File: src/rtl/uart_rx.sv
// UART receiver: 2-flop input synchronizer, oversampled bit timing with
// majority-of-3 mid-bit sampling, optional even/odd parity check, stop-bit
// check, and single-cycle result pulses at frame end.
module uart_rx #(
    parameter int unsigned P_Data_Width = 8,
    parameter int unsigned P_Prescale   = 8
) (
    input  logic                    Clk,
    input  logic                    Reset,
    input  logic                    RX_IN,
    input  logic                    Parity_EN,
    input  logic                    Parity_TYP,
    output logic [P_Data_Width-1:0] P_Data,
    output logic                    Data_Valid,
    output logic                    Parity_Error,
    output logic                    Stop_Error,
    output logic                    Busy
);

    localparam int unsigned CW = (P_Prescale > 1) ? $clog2(P_Prescale) : 1;
    localparam int unsigned BW = (P_Data_Width > 1) ? $clog2(P_Data_Width) : 1;

    // Sample points straddle mid-bit; the decision is taken on the last one.
    localparam logic [CW-1:0] CNT_S0   = CW'(P_Prescale / 2 - 1);
    localparam logic [CW-1:0] CNT_S1   = CW'(P_Prescale / 2);
    localparam logic [CW-1:0] CNT_S2   = CW'(P_Prescale / 2 + 1);
    localparam logic [CW-1:0] CNT_LAST = CW'(P_Prescale - 1);
    localparam logic [BW-1:0] BIT_LAST = BW'(P_Data_Width - 1);

    typedef enum logic [2:0] {
        ST_IDLE   = 3'd0,
        ST_START  = 3'd1,
        ST_DATA   = 3'd2,
        ST_PARITY = 3'd3,
        ST_STOP   = 3'd4
    } state_t;

    function automatic logic maj3(input logic a, input logic b, input logic c);
        return (a & b) | (a & c) | (b & c);
    endfunction

    // Expected parity bit: XOR of data, inverted for odd parity.
    function automatic logic parity_of(input logic [P_Data_Width-1:0] d, input logic odd);
        return (^d) ^ odd;
    endfunction

    logic                    sync1_q;
    logic                    sync2_q;
    logic                    prev_q;
    logic                    rx_s;
    logic [1:0]              samp_q;
    state_t                  state_q;
    logic [CW-1:0]           edge_cnt_q;
    logic [CW-1:0]           edge_cnt_d;
    logic [BW-1:0]           bit_cnt_q;
    logic [P_Data_Width-1:0] shift_q;
    logic                    par_err_q;
    logic                    stop_err_q;
    logic [P_Data_Width-1:0] p_data_q;
    logic                    data_valid_q;
    logic                    parity_error_q;
    logic                    stop_error_q;
    logic                    busy_q;

    logic                    fall_s;
    logic                    at_res_s;
    logic                    at_last_s;
    logic                    bit_val_s;
    logic                    exp_par_s;

    assign rx_s         = sync2_q;
    assign P_Data       = p_data_q;
    assign Data_Valid   = data_valid_q;
    assign Parity_Error = parity_error_q;
    assign Stop_Error   = stop_error_q;
    assign Busy         = busy_q;

    // Bring RX_IN into the clock domain and remember the previous synced value for edge detection.
    always_ff @(posedge Clk or negedge Reset) begin
        if (!Reset) begin
            sync1_q <= 1'b1;
            sync2_q <= 1'b1;
            prev_q  <= 1'b1;
        end else begin
            sync1_q <= RX_IN;
            sync2_q <= sync1_q;
            prev_q  <= rx_s;
        end
    end

    // Bit-timing decodes, majority vote and expected parity.
    always_comb begin
        fall_s     = 1'b0;
        at_res_s   = 1'b0;
        at_last_s  = 1'b0;
        bit_val_s  = 1'b0;
        exp_par_s  = 1'b0;
        edge_cnt_d = {CW{1'b0}};
        fall_s     = (~rx_s) & prev_q;
        at_res_s   = (edge_cnt_q == CNT_S2);
        at_last_s  = (edge_cnt_q == CNT_LAST);
        bit_val_s  = maj3(samp_q[0], samp_q[1], rx_s);
        exp_par_s  = parity_of(shift_q, Parity_TYP);
        if (at_last_s) begin
            edge_cnt_d = {CW{1'b0}};
        end else begin
            edge_cnt_d = edge_cnt_q + CW'(1);
        end
    end

    // Capture the first two of the three mid-bit samples; the third is taken live.
    always_ff @(posedge Clk or negedge Reset) begin
        if (!Reset) begin
            samp_q <= 2'b11;
        end else if (edge_cnt_q == CNT_S0) begin
            samp_q[0] <= rx_s;
        end else if (edge_cnt_q == CNT_S1) begin
            samp_q[1] <= rx_s;
        end else begin
            samp_q <= samp_q;
        end
    end

    // Frame FSM with counters, error recording and registered result pulses.
    always_ff @(posedge Clk or negedge Reset) begin
        if (!Reset) begin
            state_q        <= ST_IDLE;
            edge_cnt_q     <= {CW{1'b0}};
            bit_cnt_q      <= {BW{1'b0}};
            shift_q        <= {P_Data_Width{1'b0}};
            par_err_q      <= 1'b0;
            stop_err_q     <= 1'b0;
            p_data_q       <= {P_Data_Width{1'b0}};
            data_valid_q   <= 1'b0;
            parity_error_q <= 1'b0;
            stop_error_q   <= 1'b0;
            busy_q         <= 1'b0;
        end else begin
            data_valid_q   <= 1'b0;
            parity_error_q <= 1'b0;
            stop_error_q   <= 1'b0;
            case (state_q)
                ST_IDLE: begin
                    edge_cnt_q <= {CW{1'b0}};
                    bit_cnt_q  <= {BW{1'b0}};
                    if (fall_s) begin
                        // The detect cycle is count 0 of the start bit.
                        state_q    <= ST_START;
                        edge_cnt_q <= CW'(1);
                        busy_q     <= 1'b1;
                        par_err_q  <= 1'b0;
                        stop_err_q <= 1'b0;
                    end
                end
                ST_START: begin
                    edge_cnt_q <= edge_cnt_d;
                    if (at_res_s && bit_val_s) begin
                        // Start bit did not hold low: treat as a glitch.
                        state_q    <= ST_IDLE;
                        edge_cnt_q <= {CW{1'b0}};
                        busy_q     <= 1'b0;
                    end else if (at_last_s) begin
                        state_q <= ST_DATA;
                    end
                end
                ST_DATA: begin
                    edge_cnt_q <= edge_cnt_d;
                    if (at_res_s) begin
                        // LSB arrives first, so shifting right lands it at bit 0.
                        shift_q <= {bit_val_s, shift_q[P_Data_Width-1:1]};
                    end
                    if (at_last_s) begin
                        if (bit_cnt_q == BIT_LAST) begin
                            bit_cnt_q <= {BW{1'b0}};
                            state_q   <= Parity_EN ? ST_PARITY : ST_STOP;
                        end else begin
                            bit_cnt_q <= bit_cnt_q + BW'(1);
                        end
                    end
                end
                ST_PARITY: begin
                    edge_cnt_q <= edge_cnt_d;
                    if (at_res_s) begin
                        par_err_q <= (bit_val_s != exp_par_s);
                    end
                    if (at_last_s) begin
                        state_q <= ST_STOP;
                    end
                end
                ST_STOP: begin
                    edge_cnt_q <= edge_cnt_d;
                    if (at_res_s) begin
                        stop_err_q <= ~bit_val_s;
                    end
                    if (at_last_s) begin
                        state_q    <= ST_IDLE;
                        edge_cnt_q <= {CW{1'b0}};
                        busy_q     <= 1'b0;
                        if (!par_err_q && !stop_err_q) begin
                            data_valid_q <= 1'b1;
                            p_data_q     <= shift_q;
                        end else begin
                            parity_error_q <= par_err_q;
                            stop_error_q   <= stop_err_q;
                        end
                    end
                end
                default: begin
                    state_q    <= ST_IDLE;
                    edge_cnt_q <= {CW{1'b0}};
                    bit_cnt_q  <= {BW{1'b0}};
                    busy_q     <= 1'b0;
                end
            endcase
        end
    end

endmodule
File: config.mk
export PLATFORM = sky130hd
export DESIGN_NAME = uart_rx
export DESIGN_NICKNAME = d
export VERILOG_FILES = /design/src/rtl/uart_rx.sv
export SDC_FILE = /design/constraint.sdc
export NUM_CORES = 1
export LEC_CHECK = 0
export ABC_AREA = 1
export ABC_CLOCK_PERIOD_IN_PS = 1750
export CAP_MARGIN = 20
export CORE_ASPECT_RATIO = 0.75
export CORE_MARGIN = 2
export CORE_UTILIZATION = 55
export CTS_CLUSTER_SIZE = 14
export DETAILED_ROUTE_END_ITERATION = 10
export PLACE_DENSITY_LB_ADDON = 0.1
export SLEW_MARGIN = 20
export SYNTH_ARGS = -nofsm -noshare
export SYNTH_HDL_FRONTEND = slang
export SYNTH_SLANG_ARGS = --single-unit
File: constraint.sdc
create_clock -name Clk -period 1.75 [get_ports Clk]
set_input_delay 0.35 -clock Clk [delete_from_list [all_inputs] [get_ports Clk]]
set_output_delay 0.35 -clock Clk [all_outputs]
set_load 0.01 [all_outputs]
==> results_dict.tcl, run 1 <==
set metrics [dict create \
    finalSetupViolCount 0 \
    regArea_um2 907.1 \
    clkTransAtPathRegs_ns 0.07 \
    cts.sinks 36 \
    max_slew_margin_pct 69.21 \
    numCtsBuffers 5 \
    grt_max_degree 37 \
    synth-seq-area-share_pct 49.59 \
    status "completed" \
    via_per_inst 5.324 \
    skew_ns 0.004986 \
    hold_viol_final 0 \
    cp-start-kind "register" \
    cts_tree "done" \
    h-tree-depth 2 \
    hpwlAfterDp_um 2667 \
    path_buf_inv 1 \
    drv_cap 0 \
    timing.final.crit_share_pct 89.88 \
    worstPathArrival_ns 1.74 \
    power.leakage_uw 0.001093 \
    ios 17 \
    cp_max_fo 4 \
    drt_pass1_iterations 4 \
    diodes 0 \
    ys_ff_latch 36 \
    area_growth_pct 17.72 \
    worstPathCellList "ha_1 -> ha_2 -> inv_1 -> nand2_2 -> nand3_2 -> o21ai_0 -> nand2_1" \
    endpoint_kind "register" \
    clock_latency_ns 0.29 \
    rsz0062_at_grt "false" \
    grt_antenna_before_repair 0 \
    core-area_um2 3243 \
    crit_type "reg -> reg" \
    max_stage_delay_ns 0.39 \
    power_density_nw_per_um2 1265 \
    die_h_um 53.95 \
    overflow 0 \
    path_delay_family "adder cells" \
    grt_usage_pct 21.19 \
    nets 255 \
    netlist_area_um2 1829 \
    slowest_stage "dfrtp_1" \
    num_rows 18 \
    clock.fmax_mhz 635.7 \
    multi_input_area_um2 789.5 \
    clock_path_buffers 2 \
    fin_crit_ns 1.573 \
    ant_nets 0 \
    num_vias 1512 \
    synth_nets 233 \
    setup_tns_ns 0 \
    synthDistinctLibCells 21 \
    syn_area_per_cell_um2 8.277 \
    yosys_warnings 0 \
    start_util_pct 56.40 \
    die_w_um 70.59 \
    dr.first_iter.drc_count 198 \
    hp-class "reg -> reg" \
    syn_inst 221 \
    vdd_drop_max_v 0.0007246 \
    finalPower_uw 2723 \
    wirelength_um 3693 \
    fillers 271 \
    drt-wirelength-per-cell_um 13.00 \
    clock-root-buffer "clkbuf_8" \
    gp_congestion 0.8474 \
    dieArea_um2 3808 \
    tightest_slew_ns 0.4619 \
    port_buffers 16 \
    drc_errors 0 \
    crit_required_ns 1.92 \
    finalMaxSlewViolations 0 \
    grt_pass1_wl_um 6037 \
    drive_gt1_share_pct 13.93 \
    grt_pass1_vias 1342 \
    postCtsSetupRepairBufs 0 \
]
-- cells in the mapped netlist --
cell / count / share of area [%]
o21ai_2: 9 / 4.3
dfrtp_1: 31 / 42
ha_1: 7 / 4.8
buf_6: 2 / 1.2
nand2_1: 81 / 17
nand3_1: 10 / 2.7
nor2_1: 11 / 2.3
nand3_2: 1 / 0.55
dfstp_2: 5 / 7.2
a21oi_1: 6 / 1.6
nand2_2: 2 / 0.68
inv_2: 2 / 0.41
nand3b_1: 2 / 0.82
nor3_1: 4 / 1.1
inv_1: 28 / 5.7
nor2_8: 1 / 1.1
o21ai_1: 2 / 0.55
nand4_4: 1 / 1.2
o21ai_0: 11 / 3.0
nor2_2: 3 / 1.0
a31oi_1: 2 / 0.68
-- cell families after synthesis --
| group | after synthesis | synth area share [%] |
|---|---|---|
| compound gates | 30 | 10.19 |
| fa+ha+maj | 7 | 4.788 |
| buf+inv | 32 | 7.387 |
| simple gates | 116 | 28.04 |
| flops | 36 | 49.59 |
-- what timing repair did --
item,CTS,global route
hold endpoints to repair,0,0
hold buffers,0,0
gates resized for setup,0,1
setup endpoints to repair,0,4
-- layout make-up --
type,instances,area share (%)
inverter,30,5.230
multi-input combinational,153,36.66
clock inverter,1,1.395
clock buffer,7,4.474
timing repair buffer,17,7.786
tap,40,2.324
sequential,36,42.13
-- power breakdown --
part	internal [uW]	leakage, uW	switching, uW	total (uW)
Clock	503	0.0000645	295	798
Combinational	275	0.000551	583	858
Sequential	970	0.000478	97.1	1070
-- through the flow --
| stage | cell area (um^2) | instances | hold WS (ns) | setup slack [ns] | util (%) |
|---|---|---|---|---|---|
| detailed placement | 2024 | 276 | 0.3501 | 0.1474 | 62.42 |
| global placement | 2024 | 276 | 0.3490 | 0.2473 | 62.42 |
| finish | 2153 | 284 | 0.3595 | 0.1770 | 66.40 |
| CTS | 2151 | 284 | 0.3625 | 0.1162 | 66.32 |
| floorplan | 1829 | 221 | 0.05441 | 0.3633 | - |
| global route | 2153 | 284 | 0.3670 | 0.05352 | 66.40 |
-- layer usage --
layer / GRT usage [%] / vias up / share of wire [%]
li1: - / 740 / -
met1: 29.33 / 698 / 47
met2: 32.70 / 69 / 44
met3: 5.243 / 5 / 7.7
met4: 8.176 / 0 / 1.1
met5: 0 / - / 0
-- registers in the layout, summed over array words and instances (netlist names), 2 cells and up --
signal / cells
state_q: 3
samp_q: 2
bit_cnt_q: 3
P_Data: 8
edge_cnt_q: 3
shift_q: 8
-- worst paths after layout --
kind | start | to | slack (ns) | depth (start not counted)
setup / recovery | edge_cnt_q[0] | state_q[1] | 0.18 | 7
hold / removal | sync1_q | rx_s | 0.36 | 0
setup reg to reg | edge_cnt_q[0] | state_q[1] | 0.18 | 7
hold reg to reg | sync1_q | rx_s | 0.36 | 0
max in group asynchronous | Reset | prev_q | 0.92 | 2
min in group asynchronous | Reset | state_q[2] | 0.48 | 2
-- layout by cell type, fill, tap and decap left out, drive strengths merged --
cell type      instances
a31oi                  2
dfrtp                 31
inv                   30
o21ai                 22
nand3b                 2
bufinv                 1
nand2                 83
a21oi                  6
nand3                 11
nand4                  1
nor2                  15
ha                     7
nor3                   4
buf                    1
clkdlybuf4s50         16
clkbuf                 7
dfstp                  5
No activity file was read; power rests on OpenSTA's default activity.
==> run 2, diff against run 1 <==
SETUP_SLACK_MARGIN = 0.02   (was unset)
SKIP_CTS_REPAIR_TIMING = 1   (was unset)
==> results of run 2 <==
Final layout, timing and power as in run 1 (identical DEF).
